## src/rtl/frame_streamer_pkg.sv

```systemverilog
// frame_streamer_pkg -- shared definitions for the frame streamer slice.
//
// Global frame/pixel macros (`FRAME_WIDTH, `FRAME_HEIGHT, `PIXEL_SIZE,
// `LOC_SIZE) normally come from the project's global.vh. Fallbacks are
// provided here, guarded by `ifndef, so a project-wide definition always
// wins. The FSM encodings `FS_IDLE / `FS_RUN / `FS_DRAIN live here as well.
//
// Optional feature macro used by frame_streamer: STREAMER_HBLANK_EN.

`ifndef FRAME_WIDTH
`define FRAME_WIDTH 640
`endif
`ifndef FRAME_HEIGHT
`define FRAME_HEIGHT 480
`endif
`ifndef PIXEL_SIZE
`define PIXEL_SIZE 8
`endif
`ifndef LOC_SIZE
`define LOC_SIZE 10
`endif
`ifndef FS_IDLE
`define FS_IDLE 2'd0
`endif
`ifndef FS_RUN
`define FS_RUN 2'd1
`endif
`ifndef FS_DRAIN
`define FS_DRAIN 2'd2
`endif

package frame_streamer_pkg;

  localparam int FS_FRAME_W = `FRAME_WIDTH;
  localparam int FS_FRAME_H = `FRAME_HEIGHT;
  localparam int PIXEL_W    = `PIXEL_SIZE;
  localparam int LOC_W      = `LOC_SIZE;

  localparam logic [1:0] ST_IDLE  = `FS_IDLE;
  localparam logic [1:0] ST_RUN   = `FS_RUN;
  localparam logic [1:0] ST_DRAIN = `FS_DRAIN;

  // Bits needed to hold values 0..n (never less than one bit).
  function automatic int cnt_w(input int n);
    return (n < 1) ? 1 : $clog2(n + 1);
  endfunction

endpackage

```

## src/rtl/stream_fifo.sv

```systemverilog
// stream_fifo -- small synchronous FIFO with show-ahead head and occupancy.
//
// Ports:
//   clk, reset    clock, asynchronous active-high reset (clears contents)
//   push_i        write push_data_i this cycle
//   push_data_i   write data
//   pop_i         consume head this cycle (ignored when empty)
//   head_o        current head entry, valid whenever count_o != 0
//   count_o       number of stored entries (0..DEPTH)
//   empty_o       count_o == 0
//
// The owner guarantees a push never lands on a full FIFO unless a pop happens
// in the same cycle; in that case the write reuses the slot being freed.

module stream_fifo #(
  parameter int DATA_WIDTH = 8,
  parameter int DEPTH      = 2
) (
  input  logic                           clk,
  input  logic                           reset,
  input  logic                           push_i,
  input  logic [DATA_WIDTH-1:0]          push_data_i,
  input  logic                           pop_i,
  output logic [DATA_WIDTH-1:0]          head_o,
  output logic [$clog2(DEPTH+1)-1:0]     count_o,
  output logic                           empty_o
);

  localparam int CW = $clog2(DEPTH + 1);
  localparam int PW = (DEPTH > 1) ? $clog2(DEPTH) : 1;

  logic [DATA_WIDTH-1:0] mem_q [DEPTH];
  logic [PW-1:0]         rd_ptr_q, wr_ptr_q;
  logic [CW-1:0]         count_q;
  logic                  do_pop;

  // Pointers wrap at DEPTH, which need not be a power of two.
  function automatic logic [PW-1:0] ptr_inc(input logic [PW-1:0] p);
    return (p == PW'(DEPTH - 1)) ? '0 : p + PW'(1);
  endfunction

  assign do_pop  = pop_i & (count_q != '0);
  assign head_o  = mem_q[rd_ptr_q];
  assign count_o = count_q;
  assign empty_o = (count_q == '0);

  always_ff @(posedge clk or posedge reset) begin
    if (reset) begin
      rd_ptr_q <= '0;
      wr_ptr_q <= '0;
      count_q  <= '0;
      for (int i = 0; i < DEPTH; i++) mem_q[i] <= '0;
    end else begin
      if (push_i) begin
        mem_q[wr_ptr_q] <= push_data_i;
        wr_ptr_q        <= ptr_inc(wr_ptr_q);
      end
      if (do_pop) rd_ptr_q <= ptr_inc(rd_ptr_q);
      count_q <= count_q + CW'(push_i) - CW'(do_pop);
    end
  end

endmodule

```

## src/rtl/frame_streamer.sv

```systemverilog
// frame_streamer -- raster source for the detection pixel stream.
//
// Reads one frame from a synchronous frame memory in raster order and emits
// one pixel per cycle (en/x/y/data) while honouring downstream stall. Reads
// are credit-limited so that everything in flight always fits in the local
// FIFO (DEPTH = RD_LATENCY+1), so a memory return is never dropped.
//
// Ports:
//   clk, reset         clock, asynchronous active-high reset (aborts frame)
//   start              pulse; begins one frame when idle, ignored while busy
//   stall              downstream not accepting this cycle
//   mem_addr, mem_rd   frame memory read request
//   mem_data           read data, valid RD_LATENCY cycles after mem_rd
//   en, x, y, data     pixel stream; en is high only when a pixel is taken
//   sof, eol, eof      frame/line markers, qualified by en
//   busy, done         frame in progress / one-cycle completion pulse
//
// Optional feature macro: STREAMER_HBLANK_EN -- when defined, en is held low
// for HBLANK cycles after every line except the last one.

module frame_streamer
  import frame_streamer_pkg::*;
#(
  parameter int FRAME_W    = FS_FRAME_W,
  parameter int FRAME_H    = FS_FRAME_H,
  parameter int ADDR_W     = 19,
  parameter int RD_LATENCY = 1,
  parameter int HBLANK     = 16
) (
  input  logic               clk,
  input  logic               reset,
  input  logic               start,
  input  logic               stall,
  output logic [ADDR_W-1:0]  mem_addr,
  output logic               mem_rd,
  input  logic [PIXEL_W-1:0] mem_data,
  output logic               en,
  output logic [LOC_W-1:0]   x,
  output logic [LOC_W-1:0]   y,
  output logic [PIXEL_W-1:0] data,
  output logic               sof,
  output logic               eol,
  output logic               eof,
  output logic               busy,
  output logic               done
);

  localparam int DEPTH = RD_LATENCY + 1;
  localparam int CW    = $clog2(DEPTH + 1);
  localparam int OW    = CW + 1;

`ifdef STREAMER_HBLANK_EN
  localparam int BLANK_CYC = HBLANK;
`else
  // Without blanking the counter is never loaded and folds away.
  localparam int BLANK_CYC = 0 * HBLANK;
`endif
  localparam int BW = cnt_w(BLANK_CYC);

  localparam logic [ADDR_W-1:0] LAST_ADDR = ADDR_W'(FRAME_W * FRAME_H - 1);
  localparam logic [LOC_W-1:0]  X_LAST    = LOC_W'(FRAME_W - 1);
  localparam logic [LOC_W-1:0]  Y_LAST    = LOC_W'(FRAME_H - 1);

  logic [1:0]            state_q, state_d;
  logic [ADDR_W-1:0]     addr_q, addr_d;
  logic [LOC_W-1:0]      x_q, x_d, y_q, y_d;
  logic [BW-1:0]         blank_q, blank_d;
  logic                  done_q, done_d;
  logic [RD_LATENCY-1:0] rd_sr_q;  // one bit per read still in the memory pipe
  logic [CW-1:0]         inflight, fifo_cnt;
  logic [OW-1:0]         occ;
  logic                  credit_ok, fifo_empty, push, rd;

  // Oldest read in the pipe returns this cycle.
  assign push = rd_sr_q[RD_LATENCY-1];

  stream_fifo #(
    .DATA_WIDTH(PIXEL_W),
    .DEPTH     (DEPTH)
  ) u_fifo (
    .clk        (clk),
    .reset      (reset),
    .push_i     (push),
    .push_data_i(mem_data),
    .pop_i      (en),
    .head_o     (data),
    .count_o    (fifo_cnt),
    .empty_o    (fifo_empty)
  );

  always_comb begin
    inflight = '0;
    for (int i = 0; i < RD_LATENCY; i++) inflight = inflight + CW'(rd_sr_q[i]);
  end

  assign en  = ~fifo_empty & ~stall & (blank_q == '0);
  assign sof = en & (x_q == '0) & (y_q == '0);
  assign eol = en & (x_q == X_LAST);
  assign eof = eol & (y_q == Y_LAST);

  // Slots committed after this edge: buffered + in flight, less today's pop.
  assign occ       = OW'(fifo_cnt) + OW'(inflight) - OW'(en);
  assign credit_ok = (occ < OW'(DEPTH));

  always_comb begin
    state_d = state_q;
    addr_d  = addr_q;
    rd      = 1'b0;
    done_d  = 1'b0;
    case (state_q)
      // Issuing the first read in the start cycle saves a cycle of latency.
      ST_IDLE:  rd = start & credit_ok;
      ST_RUN:   rd = credit_ok;
      ST_DRAIN: begin
        if ((inflight == '0) && (fifo_cnt == CW'(en))) begin
          state_d = ST_IDLE;
          done_d  = 1'b1;
        end
      end
      default:  state_d = ST_IDLE;
    endcase
    if (rd) begin
      if (addr_q == LAST_ADDR) begin
        addr_d  = '0;
        state_d = ST_DRAIN;
      end else begin
        addr_d  = addr_q + ADDR_W'(1);
        state_d = ST_RUN;
      end
    end
  end

  always_comb begin
    x_d = x_q;
    y_d = y_q;
    if (en) begin
      if (x_q == X_LAST) begin
        x_d = '0;
        y_d = (y_q == Y_LAST) ? '0 : y_q + LOC_W'(1);
      end else begin
        x_d = x_q + LOC_W'(1);
      end
    end
  end

  always_comb begin
    blank_d = blank_q;
    if (en && eol && !eof)  blank_d = BW'(BLANK_CYC);
    else if (blank_q != '0) blank_d = blank_q - BW'(1);
  end

  always_ff @(posedge clk or posedge reset) begin
    if (reset) begin
      state_q <= ST_IDLE;
      addr_q  <= '0;
      x_q     <= '0;
      y_q     <= '0;
      blank_q <= '0;
      done_q  <= 1'b0;
      rd_sr_q <= '0;
    end else begin
      state_q <= state_d;
      addr_q  <= addr_d;
      x_q     <= x_d;
      y_q     <= y_d;
      blank_q <= blank_d;
      done_q  <= done_d;
      rd_sr_q <= RD_LATENCY'({rd_sr_q, rd});
    end
  end

  assign mem_addr = addr_q;
  assign mem_rd   = rd;
  assign x        = x_q;
  assign y        = y_q;
  assign busy     = (state_q != ST_IDLE);
  assign done     = done_q;

endmodule

```

## config.mk

```make
export PLATFORM = sky130hd
export DESIGN_NAME = frame_streamer
export DESIGN_NICKNAME = d
export VERILOG_FILES = /design/src/rtl/frame_streamer_pkg.sv /design/src/rtl/stream_fifo.sv /design/src/rtl/frame_streamer.sv
export SDC_FILE = /design/constraint.sdc
export NUM_CORES = 1
export LEC_CHECK = 0
export BUFFER_PORTS_ARGS = -buffer_cell sky130_fd_sc_hd__clkbuf_2
export CAP_MARGIN = 20
export CORE_ASPECT_RATIO = 2
export CORE_MARGIN = 2
export CORE_UTILIZATION = 59
export CTS_CLUSTER_SIZE = 30
export DETAILED_ROUTE_END_ITERATION = 8
export PLACE_DENSITY_LB_ADDON = 0.25
export SLEW_MARGIN = 20
export SYNTH_ARGS = -nofsm -noshare
export SYNTH_HDL_FRONTEND = slang
export SYNTH_HIERARCHICAL = 1
export SYNTH_SLANG_ARGS = --single-unit
```

## constraint.sdc

```tcl
create_clock -name clk -period 5 [get_ports clk]
set_input_delay 1 -clock clk [delete_from_list [all_inputs] [get_ports clk]]
set_output_delay 1 -clock clk [all_outputs]
set_load 0.005 [all_outputs]
```

== Word level (Yosys, flattened, before mapping) ==
Index checks and enable logic that the tools add are counted.

* Bitwise gates (word level): 13
* Muxes and demuxes: 20
* Equality and inequality tests: 8
* Reduce and logical (&&, ||, !) cells: 15
* Add/sub/neg operators: 10
* Order comparisons: 4

{| class="wikitable"
|+ Operators with widths
! cell !! count
|-
| 8-bit two-way mux || 4
|-
| 10-bit by 1-bit adder with 10-bit output (second input constant) || 2
|-
| 10-bit logical NOT || 2
|-
| 10-bit two-way mux || 2
|-
| 19-bit by 1-bit adder with 19-bit output (second input constant) || 1
|-
| 19-bit == test (second input constant) || 1
|-
| 19-bit two-way mux || 1
|-
| 16-bit bitwise mux || 1
|-
| 10-bit == test (second input constant) || 1
|-
| 10-bit by 9-bit == test with 1-bit output (second input constant) || 1
|-
| 1-bit bitwise AND || 8
|-
| 8-bit demux with 1-bit select || 1
|-
| 2-bit logical NOT || 3
|-
| 1-bit two-way mux || 6
|-
| 2-bit two-way mux || 3
|-
| 2-bit greater-or-equal comparator (second input constant) || 2
|-
| 1-bit logical AND || 4
|-
| 1-bit NOT with 2-bit output || 2
|-
| 2-bit one-hot mux with 2 select lines || 1
|-
| 2-bit AND reduction || 2
|-
| 2-bit nonzero test || 2
|-
| 2-bit by 1-bit adder with 3-bit output || 1
|-
| 3-bit by 2-bit < comparator with 1-bit output (second input constant) || 1
|-
| 3-bit != test (second input constant) || 1
|-
| 14 further kinds || 17
|}

* Input bits: 12
* Register bits: 64
* Output and inout port bits: 54
* Word-level logic and storage cells: 82

== Longest topological paths before layout ==
* Word-level depth: 10
* Depth in mapped cells: 12
* Gate-level depth less buffers: 11

== Modules after synthesis ==
The synthesis kept the hierarchy.

{| class="wikitable"
|+ Modules (own cells, without submodules)
! module !! seq. area each (µm²) !! cells an instance !! area each (µm²) !! instances
|-
| frame_streamer || 1,076.0 || 217 || 2,202.1 || 1
|-
| stream_fifo || 500.5 || 59 || 914.6 || 1
|}

== Worst setup path before layout ==
Ideal clock, no wire load.

* Path kind: input port to output port
* Start point: input port stall
* End point: output port mem_rd
* Arrival: 3,083 ps
* Data required time: 4,000 ps
* Path buffers: 1
* Path slack: 917 ps
* Stages: 8
* Cells stage by stage: nor2_1 > ha_1 > nand2b_1 > fa_1 > nand2b_4 > or3_1 > buf_6 > clkinv_8

* Word-level cells in the longest chain between the ends: 7

{| class="wikitable"
|+ RTL lines
! element !! RTL line !! source
|-
| start, declared || frame_streamer.sv:33 || <nowiki>input logic stall,</nowiki>
|-
| 1-bit NOT * || frame_streamer.sv:96 || <nowiki>assign en = ~fifo_empty & ~stall & (blank_q == '0);</nowiki>
|-
| 1-bit bitwise AND * (2 in a row) || frame_streamer.sv:96 ||
|-
| 3-bit by 1-bit subtractor with 3-bit output * || frame_streamer.sv:102 || <nowiki>assign occ = OW'(fifo_cnt) + OW'(inflight) - OW'(en);</nowiki>
|-
| 3-bit by 2-bit < comparator with 1-bit output * || frame_streamer.sv:103 || <nowiki>assign credit_ok = (occ < OW'(DEPTH));</nowiki>
|-
| 1-bit bitwise AND || frame_streamer.sv:112 || <nowiki>ST_IDLE: rd = start & credit_ok;</nowiki>
|-
| 1-bit one-hot mux with 2 select lines * || frame_streamer.sv:110 || <nowiki>case (state_q)</nowiki>
|-
| end, declared || frame_streamer.sv:35 || <nowiki>output logic mem_rd,</nowiki>
|}

Mark *: on every way between the ends. The rest lies on a longest branch, timed or not.

== Final worst setup path ==
Ends and elaborated chain as after synthesis.

==> results.sh <==
export IMPL_outcome="finished clean"
export IMPL_cts_tree="yes"
export IMPL_finalSetupViolations=0
export IMPL_drtIter0Drc=88
export IMPL_die_w_um=55.4
export IMPL_cts_made_buffers=9
export IMPL_crit_fanout=11
export IMPL_synth_xor_xnor_area_share_pct=8.43
export IMPL_viasPerCell=5.88
export IMPL_clock_sinks=63
export IMPL_synth_top_family_by_area="simple AND/OR/NAND/NOR gates"
export IMPL_pwr_share_comb_pct=33.8
export IMPL_critical_path_arrival_ns=3.13
export IMPL_cellLeakagePower_nw=1.82
export IMPL_crit_path_cell_trace="clkbuf_2 > nor2_1 > buf_4 > ha_1 > nand2b_1 > fa_1 > nand2b_4 > or3_1 > clkinv_8 > clkbuf_2"
export IMPL_drc=0
export IMPL_p_sw_uw=647
export IMPL_yosysWarnings=6
export IMPL_final_max_slew_viol_count=0
export IMPL_drt_first_pass_iters=4
export IMPL_nets=371
export IMPL_syn_inst=276
export IMPL_postCtsSetupRepairBufs=0
export IMPL_grt_pass1_vias=2466
export IMPL_ioPinCount=66
export IMPL_netlist_cell_type_count=45
export IMPL_rsz0062_at_grt="false"
export IMPL_vias=2430
export IMPL_synth_async_reset_ratio_pct=100
export IMPL_critPathTopFamily="simple AND/OR/NAND/NOR gates"
export IMPL_pwr_share_clk_pct=25.4
export IMPL_synth_area_um2=3120
export IMPL_path_buf_inv=4
export IMPL_start_kind="primary input"
export IMPL_finalSetupTns_ns=0
export IMPL_vdd_ir_drop_max_mv=0.442
export IMPL_cts_resized=0
export IMPL_fmax_mhz=242
export IMPL_synth_mux_area_share_pct=9.96
export IMPL_syn_area_per_cell_um2=11.3
export IMPL_worstSetupEndpointType="output pin"
export IMPL_path_class="in2out"
export IMPL_synth_edff_count=0
export IMPL_wl_per_cell_um=16.5
export IMPL_pwr_share_seq_pct=40.8
export IMPL_synth_simple_area_share_pct=19.8
export IMPL_timing_final_crit_period_ns=4.13
export IMPL_ys_seq_elements=63
export IMPL_final_layout_size_suffix_gt1_share_pct=32.4
export IMPL_antenna_found_initial=0
export IMPL_final_period_utilization_pct=82.6
export IMPL_tightestPinTransition_ns=0.728
export IMPL_row_count=37
export IMPL_hpwl_um=4920
export IMPL_dieArea_um2=5920
export IMPL_slowest_delay_ns=0.53
export IMPL_gp_congestion=0.852
export IMPL_synth_nets=297
export IMPL_synth_ff_type="dfrtp_1"
export IMPL_relSlewSlack_pct=51.4
export IMPL_overflow=0
export IMPL_maxCapViolations=0
export IMPL_cp_common_cell="clkbuf_2"
export IMPL_utilization_pct=72.4
export IMPL_clk_pin_slew_ns=0.06
export IMPL_cpMaxStageDelayCell="fa_1"
export IMPL_power_density_nw_per_um2=525
export IMPL_synth_fa_ha_area_share_pct=3.85
export IMPL_htreeDepth=3
export IMPL_clk_latency_ns=0.34
export IMPL_finalClockSkew_ns=0.00937
export IMPL_layout_commonest_cell="clkbuf_2"
export IMPL_design_area_um2=3720
export IMPL_io_buffers=65
export IMPL_root_buffer="clkbuf_8"
export IMPL_clockBufferDepth=2
export IMPL_synth_seq_area_share_pct=50.6
export IMPL_hold_class="reg2reg"
export IMPL_die_height_um=107
export IMPL_n_antenna_cell=0
export IMPL_area_growth_pct=19.4
export IMPL_coreArea_um2=5140
export IMPL_critPathRequiredTime_ns=4.00
export IMPL_cts_hold_buf=0
export IMPL_placed_area_um2=3500
export IMPL_power_internal_mw=1.31
export IMPL_hold_violations=0
export IMPL_synth_compound_area_share_pct=4.09
export IMPL_grtUsageTotal_pct=24.5
export IMPL_grt_pass1_wl_um=11200
export IMPL_layout_common_cells="clkbuf_2 (65), dfrtp_1 (63), nand3_1 (19), nor2_1 (19), xnor2_1 (19)"
export IMPL_drtAntennaViolNets=0
export IMPL_grt_max_degree=44
export IMPL_wirelength_um=6810
export IMPL_sw_frac_of_total_pct=33.1
export IMPL_start_util_pct=60.7
-- cell type report --
| class | count | area (µm²) |
|---|---|---|
| Clock buffer | 13 | 159 |
| Clock inverter | 3 | 65.1 |
| Fill cell | 412 | 1420 |
| Inverter | 14 | 65.1 |
| Multi-Input combinational cell | 194 | 1440 |
| Sequential cell | 63 | 1580 |
| Tap cell | 58 | 72.6 |
| Timing Repair Buffer | 68 | 348 |
-- metrics by stage --
step | hold WS [ns] | std cells | total power [mW] | setup WS (ns)
final | 0.485 | 413 | 1.95 | 0.871
after global routing | 0.504 | 413 | 2.08 | 0.786
after CTS | 0.488 | 413 | 1.97 | 0.882
after detailed placement | 0.491 | 397 | 1.47 | 0.882
after global placement | 0.482 | 397 | 1.43 | 0.924
after floorplan | 0.443 | 276 | 1.26 | 0.917
-- flip-flops by register name (all words and copies together) (netlist names) --
register / count
u_fifo/mem_q: 16
push: 1
mem_addr: 19
y: 10
x: 10
u_fifo/count_o: 2
state_q: 2
u_fifo/rd_ptr_q: 1
u_fifo/wr_ptr_q: 1
done: 1
-- worst reg2reg max path, stage by stage, from the launching register on --
cell and delay [ns]:
dfrtp_1 0.46, nor2_1 0.18, nor2_1 0.06, buf_4 0.17, ha_1 0.29, nand2b_1 0.15
fa_1 0.53, nand2b_4 0.06, or3_1 0.52, clkinv_8 0.13, nand2_4 0.07, nor3_2 0.50
nor2_1 0.11
-- logic make-up after synthesis --
group                      Yosys count
AOI/OAI and AO/OA                   22
xor gates and xnor gates            30
adders and majority gates            9
buffers and inverters               19
DFF                                 63
muxes                               25
and+or+nand+nor                    108
-- layer usage --
layer	part of all wire (%)	up-vias	routed length [µm]	global-route usage, %
met5	0	-	0	0
li1	-	1124	-	-
met4	2.6	0	175	11.7
met2	57	69	3850	44.5
met1	36	1222	2480	25.8
met3	4.5	15	303	6.03
-- cell usage after synthesis (2+ instances only) --
| library cell | count | area [µm²] |
|---|---|---|
| o31ai_1 | 3 | 22.5 |
| a21oi_1 | 4 | 20.0 |
| buf_6 | 2 | 22.5 |
| nor2_1 | 19 | 71.3 |
| mux2_2 | 16 | 180 |
| mux2_4 | 8 | 120 |
| nor4b_1 | 3 | 26.3 |
| o21ai_0 | 9 | 45.0 |
| nand2_1 | 15 | 56.3 |
| inv_1 | 13 | 48.8 |
| ha_1 | 8 | 100 |
| or3_1 | 6 | 37.5 |
| and4_1 | 3 | 26.3 |
| nand4_1 | 12 | 75.1 |
| nand3_1 | 19 | 95.1 |
| xor2_1 | 11 | 96.3 |
| o21ai_1 | 3 | 15.0 |
| dfrtp_1 | 63 | 1580 |
| nand2b_1 | 2 | 12.5 |
| or4_1 | 2 | 15.0 |
| xnor2_1 | 19 | 166 |
| nor3_1 | 3 | 15.0 |
| nor4_1 | 3 | 18.8 |
| and3_1 | 9 | 56.3 |
-- power groups by stage --
stage,clock [mW],combinational [mW],sequential [mW]
floorplan,0,0.501,0.757
global placement,0,0.633,0.794
detailed placement,0,0.665,0.802
CTS,0.505,0.670,0.798
global route,0.528,0.727,0.823
finish,0.496,0.661,0.798
-- worst paths after layout --
path	startpoint	end	slack, ns	cells after the start
setup / recovery	stall	mem_rd	0.87	10
hold reg to reg	state_q[0]	done	0.48	1
setup reg to reg	u_fifo/count_o[1]	mem_addr[3]	1.63	12
hold / removal	state_q[0]	done	0.48	1
min in group asynchronous	reset	u_fifo/mem_q[5]	0.77	2
max in group asynchronous	reset	u_fifo/mem_q[11]	3.77	2
(Power assumes the default switching activity.)
